### src/rtl/round_robin_arbiter.sv
// Registered round-robin arbiter: a rotating priority pointer selects among SIZE requesters,
// and the grant is held until the consumer accepts it.
module round_robin_arbiter #(
    parameter int SIZE        = 4,
    parameter int INDEX_WIDTH = $clog2(SIZE)
) (
    input  logic                   clock,
    input  logic                   resetn,
    input  logic [SIZE-1:0]        requests,
    output logic [SIZE-1:0]        grant,
    output logic                   grant_valid,
    output logic [INDEX_WIDTH-1:0] grant_index,
    input  logic                   grant_accept
);

    // Handshake: a grant is offered while grant_valid=1 and is consumed on any
    // rising edge where grant_accept=1; grant_accept is ignored while grant_valid=0.

    typedef enum logic {
        IDLE    = 1'b0,
        GRANTED = 1'b1
    } state_t;

    state_t                 state, state_next;
    logic [SIZE-1:0]        grant_next;
    logic [INDEX_WIDTH-1:0] index_next;
    logic [INDEX_WIDTH-1:0] pointer, pointer_next;
    logic [INDEX_WIDTH-1:0] arb_pointer;
    logic [SIZE-1:0]        mask;
    logic [SIZE-1:0]        masked_winner;
    logic [SIZE-1:0]        winner;
    logic [INDEX_WIDTH-1:0] winner_index;
    logic                   accept;

    // Isolates the lowest set bit (two's-complement trick).
    function automatic logic [SIZE-1:0] first_one(input logic [SIZE-1:0] value);
        return value & (~value + SIZE'(1));
    endfunction

    assign accept = (state == GRANTED) && grant_accept;

    // On accept, arbitration already uses the pointer rotated past the holder.
    always_comb begin
        arb_pointer = pointer;
        if (accept) begin
            if (grant_index == INDEX_WIDTH'(SIZE - 1)) begin
                arb_pointer = '0;
            end else begin
                arb_pointer = grant_index + INDEX_WIDTH'(1);
            end
        end
    end

    always_comb begin
        mask = '0;
        for (int i = 0; i < SIZE; i++) begin
            mask[i] = (INDEX_WIDTH'(i) >= arb_pointer);
        end
        masked_winner = first_one(requests & mask);
        if (masked_winner != '0) begin
            winner = masked_winner;
        end else begin
            winner = first_one(requests);
        end
        winner_index = '0;
        for (int i = 0; i < SIZE; i++) begin
            if (winner[i]) begin
                winner_index = INDEX_WIDTH'(i);
            end
        end
    end

    always_comb begin
        state_next   = state;
        grant_next   = grant;
        index_next   = grant_index;
        pointer_next = pointer;
        case (state)
            IDLE: begin
                if (winner != '0) begin
                    state_next = GRANTED;
                    grant_next = winner;
                    index_next = winner_index;
                end
            end
            GRANTED: begin
                if (grant_accept) begin
                    pointer_next = arb_pointer;
                    if (winner != '0) begin
                        grant_next = winner;
                        index_next = winner_index;
                    end else begin
                        state_next = IDLE;
                        grant_next = '0;
                        index_next = '0;
                    end
                end
            end
            default: begin
                state_next = IDLE;
                grant_next = '0;
                index_next = '0;
            end
        endcase
    end

    always_ff @(posedge clock or negedge resetn) begin
        if (!resetn) begin
            state       <= IDLE;
            grant       <= '0;
            grant_index <= '0;
            pointer     <= '0;
        end else begin
            state       <= state_next;
            grant       <= grant_next;
            grant_index <= index_next;
            pointer     <= pointer_next;
        end
    end

    assign grant_valid = (state == GRANTED);

endmodule

### config.mk
export PLATFORM = sky130hd
export DESIGN_NAME = round_robin_arbiter
export DESIGN_NICKNAME = d
export VERILOG_FILES = /design/src/rtl/round_robin_arbiter.sv
export SDC_FILE = /design/constraint.sdc
export NUM_CORES = 1
export LEC_CHECK = 0
export BUFFER_PORTS_ARGS = -buffer_cell sky130_fd_sc_hd__buf_4
export CAP_MARGIN = 20
export CORE_AREA = 5 5 42 44
export DETAILED_ROUTE_END_ITERATION = 10
export DIE_AREA = 0 0 47 49
export GPL_TIMING_DRIVEN = 1
export MAX_ROUTING_LAYER = met4
export SKIP_CTS_REPAIR_TIMING = 1
export SLEW_MARGIN = 15
export SYNTH_ARGS = -nofsm -noshare
export SYNTH_HDL_FRONTEND = slang
export SYNTH_SLANG_ARGS = --single-unit
### constraint.sdc
create_clock -name clock -period 5.35 [get_ports clock]
set_clock_uncertainty 0.2 [all_clocks]
set_input_delay 0.8025 -clock clock [delete_from_list [all_inputs] [get_ports clock]]
set_output_delay 0.8025 -clock clock [all_outputs]
set_load 0.01 [all_outputs]
### Word level (Yosys, flattened, before mapping)

Cells that the tools add are included.

* register bits after elaboration: 9
* output and inout port bits: 7
* word-level logic and storage cells: 42

* $add $sub $neg: 3
* $lt $le $gt $ge: 4
* equality and inequality tests: 3
* muxes and demuxes: 17
* bitwise operators: 6
* reduce and logical (&&, ||, !) cells: 5

Operator list (number)
* two-way mux 4 bit: 4
* two-way mux 2 bit: 7
* AND 4 bit: 3
* adder 4 x 1 -> 4 bit (second input constant): 2
* inverter 4 bit: 2
* one-hot mux 4 bit (2 select lines): 1
* nonzero test 4 bit: 2
* greater-or-equal comparator 1 x 2 -> 1 bit (first input constant): 2
* greater-or-equal comparator 2 bit (first input constant): 2
* != test 2 bit (second input constant): 2
* one-hot mux 2 bit (2 select lines): 1
* AND reduction 2 bit: 2
* two-way mux 1 bit: 3
* adder 2 x 1 -> 2 bit (second input constant): 1
* == test 2 bit (second input constant): 1
* one-hot mux 1 bit (2 select lines): 1
* logical AND 1 bit: 1
* inverter 1 bit: 1

### Depth between registers and ports, before layout

Gate-level depths: netlist of the first run.

* word-level depth: 16
* mapped depth: 7

### Least setup slack after synthesis of the first run

Ideal clock, no wire load.

* path type: in2reg
* from: in requests[0]
* to: reg grant_index[0]
* setup time: 0.125 ns
* arrival time: 1.892 ns
* required time: 5.025 ns
* slack: 3.133 ns
* stages: 4
* path buffers: 0
* cell sequence: or4_4 > o21ai_4 > inv_2 > mux2_4

* word-level cells in the longest chain between the ends: 12

Ends and longest elaborated chain
* from (decl): line 9 `input logic [SIZE-1:0] requests,`
* AND 4 bit: line 59 `masked_winner = first_one(requests & mask);`
* inverter 4 bit: line 37 `return value & (~value + SIZE'(1));`
* adder 4 x 1 -> 4 bit: line 37
* AND 4 bit: line 37
* nonzero test 4 bit: line 60 `if (masked_winner != '0) begin`
* two-way mux 4 bit (*): line 60
* two-way mux 1 bit: line 67 `if (winner[i]) begin`
* two-way mux 2 bit (2 in series): line 67
* two-way mux 2 bit: line 89 `if (winner != '0) begin`
* two-way mux 2 bit: line 87 `if (grant_accept) begin`
* one-hot mux 2 bit (2 select lines): line 78 `case (state)`
* to (signal assigned): line 116 `grant_index <= index_next;`
* to (decl): line 12 `output logic [INDEX_WIDTH-1:0] grant_index,`

Every way passes the cells marked *; elsewhere a longest branch is shown, timed or not. The select of a mux whose other input is x is not followed.
A chain may end at the register's enable or synchronous reset.

### Worst setup path after layout of the first run

* from: reg grant_index[0]
* to: reg grant_index[0]

* word-level cells in the longest chain between the ends: 16

Ends and longest elaborated chain
* adder 2 x 1 -> 2 bit or == test 2 bit (tied branches): line 49, 46
* two-way mux 2 bit (*): line 46 `if (grant_index == INDEX_WIDTH'(SIZE - 1)) begin`
* two-way mux 2 bit (*): line 45 `if (accept) begin`
* greater-or-equal comparator 1 x 2 -> 1 bit or greater-or-equal comparator 2 bit (tied branches): line 57 `mask[i] = (INDEX_WIDTH'(i) >= arb_pointer);`
* AND 4 bit (*): line 59
* inverter 4 bit: line 37
* adder 4 x 1 -> 4 bit: line 37
* AND 4 bit (*): line 37
* nonzero test 4 bit: line 60
* two-way mux 4 bit (*): line 60
* two-way mux 1 bit: line 67
* two-way mux 2 bit (2 in series): line 67
* two-way mux 2 bit: line 89
* two-way mux 2 bit: line 87
* one-hot mux 2 bit (2 select lines): line 78

Marks and branches as above.

==> results of run 1 <==
==> per-stage QoR <==
| stage | utilization (%) | setup WS (ns) | area, µm² | instances | total power, W |
|---|---|---|---|---|---|
| finish | 46.6 | 3.13 | 653 | 85 | 0.000283 |
| floorplan | - | 3.13 | 509 | 52 | 0.000184 |
| CTS | 46.6 | 3.13 | 653 | 85 | 0.000284 |
| detailed placement | 44.7 | 2.95 | 627 | 81 | 0.000230 |
| global placement | 44.7 | 2.94 | 627 | 81 | 0.000229 |
| global route | 46.6 | 3.05 | 653 | 85 | 0.000300 |
==> synthesized netlist by cell type, drive strengths merged (2+ instances only) <==
library cell  number
dfrtp              9
nand2              6
o21ai              6
inv                5
nor2               4
a21oi              3
a31oi              2
nand2b             2
o221ai             2
==> power by group through the flow <==
stage,clock (W),combinational [W],sequential [W]
after floorplan,0,0.0000756,0.000108
final,0.0000529,0.000127,0.000103
after detailed placement,0,0.000126,0.000104
after global placement,0,0.000125,0.000104
after global routing,0.0000552,0.000139,0.000106
after CTS,0.0000532,0.000127,0.000103
==> logic make-up after synthesis <==
group / after synthesis
simple gates: 16
xor+xnor: 1
fa+ha+maj: 1
mux: 1
flops: 9
compound gates: 19
buf+inv: 5
==> final cells by class <==
type	count	area, µm²	share of cell area (%)
Timing Repair Buffer	13	97.6	14.9
Clock buffer	4	26.3	4.02
Inverter	5	18.8	2.87
Sequential cell	9	225	34.5
Tap cell	16	20.0	3.07
Multi-Input combinational cell	38	265	40.6
==> registers in the layout (all words and copies together) (netlist names) <==
register / flops
grant: 4
grant_index: 2
grant_valid: 1
pointer: 2
==> routing by layer <==
metal	up-vias	GRT usage, %
li1	226	-
met1	206	14.4
met2	10	16.5
met3	2	1.11
met4	0	6.91
met5	-	-
==> path summary, 6_finish.rpt <==
check | start | end | slack [ns]
worst max-delay path | grant_index[0] | grant_index[0] | 3.13
max in group asynchronous | resetn | grant_index[1] | 4.66
min in group clock | grant[2] | grant[2] | 0.28
worst min register to register | grant[2] | grant[2] | 0.28
worst min-delay path | resetn | pointer[0] | 0.15
worst max register to register | grant_index[0] | grant_index[0] | 3.13
==> cells in the final DEF (no fill, tap or decap), types with 2 or more instances in the layout <==
master and count:
a31oi_1 2, inv_1 3, o21ai_0 5, dfrtp_1 9, nand2_1 6, a21oi_1 2, inv_2 2, nor2_1 4
buf_4 13, clkbuf_4 3, nand2b_1 2
==> worst max-delay path, cell delays in order, from the launching register on <==
cell and delay (ns):
dfrtp_1 0.41, ha_1 0.34, and3_1 0.18, a21oi_2 0.24, inv_2 0.08, o221ai_2 0.24
o21ai_0 0.14, mux2_4 0.27
==> flow_metrics.py, run 1 <==
metrics = {
    "run_status": {
        "status": "finished, final reports clean",
    },
    "routing": {
        "ant_nets": 0,
        "wl_per_cell_um": 13.2,
        "vias": 444,
        "top_layer_used": "met4",
        "route.met3.wl_um": 36,
        "met1_length_um": 500,
        "avgViaCountPerCell": 5.22,
        "drcViolationCount": 0,
        "dr.pass1.iters": 4,
        "finalWirelength_um": 1120,
        "drtIter0Drc": 6,
        "met2_length_um": 564,
    },
    "synth": {
        "synth_xor_area_share_pct": 1.72,
        "postSynth.asyncResetShare_pct": 100,
        "yosys.area.top_type_share_pct": 44.2,
        "yosys.area.top_type": "dfrtp_1",
        "synth-simple-area-share_pct": 16.5,
        "synth_mux_area_share_pct": 2.95,
        "syn-num-nets": 60,
        "syn_avg_cell_area_um2": 9.79,
        "yosysSeqAreaShare_pct": 44.2,
        "synth_compound_area_share_pct": 28.5,
        "ys_ff_latch": 9,
        "syn_inst": 52,
        "synth_area_um2": 509,
        "synth_top_family_by_area": "compound AO/OA/AOI/OAI gates",
        "synthAdderAreaFrac_pct": 2.46,
        "synth_cell_type_count": 26,
        "yosys_warnings": 0,
        "ys.flop_type": "dfrtp_1",
        "synth_edf_count": 0,
        "synthTopCellsByArea": "dfrtp_1 44%, o21ai_0 4.9%, nand2_1 4.4%",
    },
    "timing": {
        "finalSetupTns_ns": 0,
        "clock.fmax_mhz": 451,
        "slew_headroom_pct": 81.2,
        "hold_ws_ns": 0.154,
        "slew_viol_final": 0,
        "setup_viol": 0,
        "period_share_pct": 41.4,
        "min_period_ns": 2.22,
        "worst_pin_slew_ns": 0.282,
        "hold_viol": 0,
        "grt_setup_unrepaired": "false",
    },
    "die": {
        "core_um2": 1400,
        "dieWidth_um": 47,
        "initial_core_util_pct": 36.3,
        "io_pins": 14,
        "die_h_um": 49,
        "die_area_um2": 2300,
        "rows": 14,
    },
    "setup_path": {
        "cp_max_fo": 5,
        "worstSetupEndpointType": "flop",
        "worst-r2r-cell-count": 7,
        "startpoint_type": "flop",
        "cp.required_ns": 5.29,
        "path_class": "flop to flop",
        "critPathArrivalTime_ns": 2.16,
    },
    "cells_and_area": {
        "n_antenna_cell": 0,
        "fill_cells": 135,
        "drive_gt1_share_pct": 34.8,
        "nets": 78,
        "areaGrowthSynthToFinish_pct": 28.3,
    },
    "power": {
        "clock_power_share_pct": 18.7,
        "peakVddDrop_mv": 0.149,
        "powerDensity_nw_per_um2": 433,
        "p_seq_share_pct": 36.4,
        "p_comb_share_pct": 44.9,
        "switchingPower_w": 0.000106,
        "intPower_w": 0.000177,
        "p_sw_share_pct": 37.3,
        "p_leak_nw": 0.305,
    },
    "cts": {
        "cts_root_buffer": "clkbuf_4",
        "cts_buffers": 3,
        "clkTransAtPathRegs_ns": 0.06,
        "cts_max_level": 1,
        "clock_path_buffers": 2,
        "cts.sinks": 9,
        "cts_tree": "yes",
        "worstSkewPairLatency_ns": 0.26,
    },
    "grt": {
        "grtUsageTotal_pct": 11.3,
        "antenna_found_initial": 0,
        "gr-total-overflow": 0,
        "grt_pass1_vias": 426,
        "grt_max_degree": 10,
        "grt_pass1_wl_um": 1840,
    },
    "place": {
        "place_congestion": 0.753,
        "hpwlAfterDp_um": 887,
        "port_buffers": 13,
    },
    "hold_path": {
        "hold_class": "primary input to asynchronous set/reset pin",
    },
    "flow_run": {
        "max_cap_viol_count": 0,
    },
}
Power figures use the tool's default switching activity.
==> inputs of run 2 (changes only) <==
==> constraint.sdc (replaced) <==
create_clock -name clock -period 2 [get_ports clock]
set_clock_uncertainty 0.2 [all_clocks]
set_input_delay 0.3 -clock clock [delete_from_list [all_inputs] [get_ports clock]]
set_output_delay 0.3 -clock clock [all_outputs]
set_load 0.01 [all_outputs]
==> run 2 against run 1 <==
  * Clock power grew to 2.7 times the previous value
  * Sequential share of layout area shrank 3.8 points
  * Total power rose to 3.1 times the previous value
  * Wire length rose by 8.7%
  * Via count is 11% higher
  * Count of clock-buffer cells in the layout unchanged
==> flow_metrics.py, run 2 (same netlist as run 1, synthesis figures left out) <==
metrics = {
    "timing": {
        "clock.fmax_mhz": 517,
        "hold_viol": 0,
        "min_period_ns": 1.94,
        "grt_setup_unrepaired": "true",
        "slew_viol_final": 0,
        "hold_ws_ns": 0.138,
        "worst_pin_slew_ns": 0.257,
        "setup_viol": 0,
        "setup_slack_ns": 0.0648,
        "period_share_pct": 96.8,
        "slew_headroom_pct": 82.9,
    },
    "routing": {
        "finalWirelength_um": 1220,
        "ant_nets": 0,
        "dr.pass1.iters": 4,
        "wl_per_cell_um": 13.3,
        "avgViaCountPerCell": 5.35,
        "vias": 492,
        "drtIter0Drc": 11,
        "drcViolationCount": 0,
    },
    "cells_and_area": {
        "largest-register": "grant",
        "final_cell_mix": "19 x buf_4, 9 x dfrtp_1, 6 x nand2_1",
        "mostFrequentLayoutCell": "buf_4",
        "n_antenna_cell": 0,
        "reg_top3": "grant: 4 flops, grant_index: 2 flops, pointer: 2 flops",
        "nets": 85,
        "finalInstanceArea_um2": 733,
        "areaGrowthSynthToFinish_pct": 44.0,
        "drive_gt1_share_pct": 42.1,
        "fin_util_pct": 52.3,
        "finalNonFillerCells": 92,
        "largest_reg_flops": 4,
    },
    "setup_path": {
        "path_class": "flop to flop",
        "cp_max_fo": 3,
        "crit_family": "compound AO/OA/AOI/OAI gates",
        "slowest_stage": "dfrtp_1",
        "cp.required_ns": 1.95,
        "critPathArrivalTime_ns": 1.88,
        "worstSetupEndpointType": "flop",
        "critPathBufInv": 1,
        "r2r_slack_ns": 0.06,
        "startpoint_type": "flop",
        "crit_chain": "ha_4 -> and3_4 -> a21oi_4 -> inv_2 -> o221ai_2 -> o21ai_1 -> mux2_4",
        "cp_slowest_stage_delay_ns": 0.41,
    },
    "power": {
        "intPower_w": 0.000557,
        "peakVddDrop_mv": 0.570,
        "p_leak_nw": 0.338,
        "switchingPower_w": 0.000312,
        "p_seq_share_pct": 32.6,
        "clock_power_share_pct": 16.2,
        "p_sw_share_pct": 35.9,
        "powerDensity_nw_per_um2": 1180,
        "p_comb_share_pct": 51.1,
    },
    "die": {
        "core_um2": 1400,
        "rows": 14,
        "die_h_um": 49,
        "io_pins": 14,
        "initial_core_util_pct": 36.3,
        "dieWidth_um": 47,
        "die_area_um2": 2300,
    },
    "grt": {
        "grtUsageTotal_pct": 13.0,
        "grt_pass1_wl_um": 2060,
        "grt_pass1_vias": 456,
        "gr-total-overflow": 0,
        "antenna_found_initial": 0,
        "grt_max_degree": 10,
    },
    "cts": {
        "cts_buffers": 3,
        "worstSkewPairLatency_ns": 0.26,
        "clock_path_buffers": 2,
        "cts_max_level": 1,
        "cts.sinks": 9,
        "clkTransAtPathRegs_ns": 0.06,
        "cts_tree": "yes",
        "cts_root_buffer": "clkbuf_4",
    },
    "place": {
        "hpwlAfterDp_um": 914,
        "dpl_cell_area_um2": 657,
        "placed_cells": 85,
        "place_congestion": 0.767,
        "port_buffers": 13,
        "place_ws_ns": -0.00516,
    },
    "run_status": {
        "status": "finished, final reports clean",
    },
    "hold_path": {
        "hold_class": "primary input to flop",
    },
    "flow_run": {
        "max_cap_viol_count": 0,
    },
}
[run 2: changes by cell type in the layout (fill, tap and decap cells not counted), sizes merged]
cell / delta
buf: +6
dlygate4sd3: +1
[run 2: layout make-up]
cell class                 count  area [µm²]
sequential                     9         225
inverter                       5        18.8
tap                           16        20.0
clock buffer                   4        26.3
multi-input combinational     38         290
fill                         145         668
timing repair buffer          20         153
[run 2: final timing paths]
path,depth (start not counted),end,startpoint
worst max-delay path,7,grant_index[0],grant_index[0]
worst min-delay path,2,grant[0],requests[0]
worst max register to register,7,grant_index[0],grant_index[0]
worst min register to register,2,grant[2],grant[2]
max in group asynchronous,2,grant[1],resetn
min in group asynchronous,2,pointer[0],resetn
[run 2: per-layer routing]
metal	GRT usage (%)	share of wire [%]	up-vias	wire length, µm
li1	-	-	239	-
met1	17.7	44	235	540
met2	16.5	49	14	597
met3	2.21	4.0	4	49
met4	9.68	2.8	0	34
met5	-	0	-	0
[run 2: power groups by stage]
stage | Sequential, W | Combinational (W) | Clock, W
3_3_place_gp | 0.000272 | 0.000373 | 0
6_report | 0.000283 | 0.000444 | 0.000141
5_1_grt | 0.000293 | 0.000492 | 0.000156
3_5_place_dp | 0.000276 | 0.000374 | 0
4_1_cts | 0.000273 | 0.000377 | 0.000148
2_1_floorplan | 0.000290 | 0.000203 | 0
[run 2: through the flow]
step,power [W],setup TNS (ns)
6_report,0.000868,0
3_5_place_dp,0.000650,-0.00516
3_3_place_gp,0.000645,-0.0142
2_1_floorplan,0.000493,0
4_1_cts,0.000798,-0.0229
5_1_grt,0.000941,-0.0224
==> inputs of run 3 (changes only) <==
--- a/config.mk
+++ b/config.mk
@@ -12,6 +12,7 @@
 export DIE_AREA = 0 0 47 49
 export GPL_TIMING_DRIVEN = 1
 export MAX_ROUTING_LAYER = met4
+export SETUP_SLACK_MARGIN = 0.15
 export SKIP_CTS_REPAIR_TIMING = 1
 export SLEW_MARGIN = 15
 export SYNTH_ARGS = -nofsm -noshare
==> run 3 against run 2 <==
  * Setup slack gained 0.015 ns
  * Global-route usage shrank 1.3 points
  * Via count grew 0.20%
  * Final cell count grew 2.2%
  * Clock power is essentially flat
  * Critical endpoint is now grant_index[1]
==> flow_metrics.py, run 3 (same netlist as run 1, synthesis figures left out) <==
metrics = {
    "power": {
        "p_seq_share_pct": 28.9,
        "p_leak_nw": 0.356,
        "clock_power_share_pct": 14.2,
        "peakVddDrop_mv": 0.533,
        "p_sw_share_pct": 36.6,
        "intPower_w": 0.000616,
        "finalPower_w": 0.000971,
        "p_comb_share_pct": 56.9,
        "switchingPower_w": 0.000355,
        "powerDensity_nw_per_um2": 1200,
    },
    "routing": {
        "finalWirelength_um": 1240,
        "dr.pass1.iters": 4,
        "drcViolationCount": 0,
        "vias": 493,
        "avgViaCountPerCell": 5.24,
        "ant_nets": 0,
        "wl_per_cell_um": 13.2,
        "drtIter0Drc": 6,
    },
    "cts": {
        "cts_buffers": 3,
        "clkTransAtPathRegs_ns": 0.06,
        "cts_root_buffer": "clkbuf_4",
        "cts.sinks": 9,
        "cts_max_level": 1,
        "worstSkewPairLatency_ns": 0.25,
        "clock_path_buffers": 2,
        "cts_tree": "yes",
    },
    "timing": {
        "hold_viol": 0,
        "worst_pin_slew_ns": 0.330,
        "period_share_pct": 96.0,
        "slew_viol_final": 0,
        "grt_setup_unrepaired": "true",
        "clock.fmax_mhz": 521,
        "min_period_ns": 1.92,
        "slew_headroom_pct": 78.0,
        "setup_viol": 0,
    },
    "grt": {
        "grtUsageTotal_pct": 11.7,
        "antenna_found_initial": 0,
        "grt_pass1_vias": 430,
        "grt_pass1_wl_um": 1910,
        "grt_max_degree": 10,
        "gr-total-overflow": 0,
    },
    "cells_and_area": {
        "final_cell_mix": "20 x buf_4, 9 x dfrtp_1, 6 x nand2_1",
        "areaGrowthSynthToFinish_pct": 59.2,
        "mostFrequentLayoutCell": "buf_4",
        "nets": 87,
        "n_antenna_cell": 0,
        "largest-register": "grant",
        "reg_top3": "grant: 4 flops, grant_index: 2 flops, pointer: 2 flops",
        "drive_gt1_share_pct": 50.0,
        "fill_cells": 139,
        "largest_reg_flops": 4,
        "finalInstanceArea_um2": 811,
    },
    "die": {
        "die_h_um": 49,
        "die_area_um2": 2300,
        "core_um2": 1400,
        "dieWidth_um": 47,
        "io_pins": 14,
        "rows": 14,
        "initial_core_util_pct": 36.3,
    },
    "setup_path": {
        "cp_max_fo": 5,
        "startpoint_type": "flop",
        "cp.required_ns": 1.97,
        "path_class": "flop to flop",
        "worstSetupEndpointType": "flop",
        "critPathArrivalTime_ns": 1.89,
    },
    "place": {
        "hpwlAfterDp_um": 915,
        "dpl_cell_area_um2": 672,
        "port_buffers": 13,
        "place_congestion": 0.793,
    },
    "hold_path": {
        "hold_class": "primary input to flop",
    },
    "flow_run": {
        "max_cap_viol_count": 0,
    },
    "run_status": {
        "status": "finished, final reports clean",
    },
}
## run 3: metal layers
metal	wire, µm	part of all wire, %	global-route usage [%]
met2	632	51	15.2
met4	24	1.9	8.29
met5	0	0	-
met3	34	2.7	2.21
met1	547	44	15.7
## run 3: area by class of cell
cell class / instances / area, µm² / area share, %
clock buffer: 4 / 26.3 / 3.24
timing repair buffer: 22 / 171 / 21.1
multi-input combinational: 38 / 349 / 43.1
inverter: 5 / 18.8 / 2.31
tap: 16 / 20.0 / 2.47
sequential: 9 / 225 / 27.8
## run 3: power by group through the flow
stage               clock network [W]  registers, W  logic [W]
floorplan                           0      0.000290   0.000203
global placement                    0      0.000270   0.000404
detailed placement                  0      0.000272   0.000410
CTS                          0.000143      0.000269   0.000410
global route                 0.000152      0.000288   0.000598
finish                       0.000138      0.000281   0.000552
## run 3: stage by stage
stage	setup WS (ns)	std cells	setup TNS, ns	hold WS (ns)	util, %
3_3_place_gp	0.0694	87	0	-0.0722	47.9
3_5_place_dp	0.0468	87	0	-0.0671	47.9
2_1_floorplan	0.0116	52	0	-0.196	-
6_report	0.0799	94	0	0.156	57.9
4_1_cts	0.0445	91	0	-0.345	49.8
5_1_grt	-0.00490	94	-0.00490	0.167	57.9
## run 3: worst paths after layout
path / startpoint / to / slack (ns) / depth (start not counted)
max in group asynchronous: resetn / grant[0] / 1.27 / 2
hold / removal: requests[0] / grant[0] / 0.16 / 2
setup / recovery: grant_index[0] / grant_index[1] / 0.08 / 7
min in group asynchronous: resetn / pointer[1] / 0.19 / 2
setup reg to reg: grant_index[0] / grant_index[1] / 0.08 / 7
hold reg to reg: grant[3] / grant[3] / 0.29 / 2
## run 3: worst max-delay path, cell delays in order, from the launching register on
cell	delay (ns)
dfrtp_1	0.41
buf_4	0.16
nand4bb_4	0.29
a31oi_4	0.25
o221ai_4	0.12
buf_4	0.15
buf_6	0.10
a31oi_1	0.16
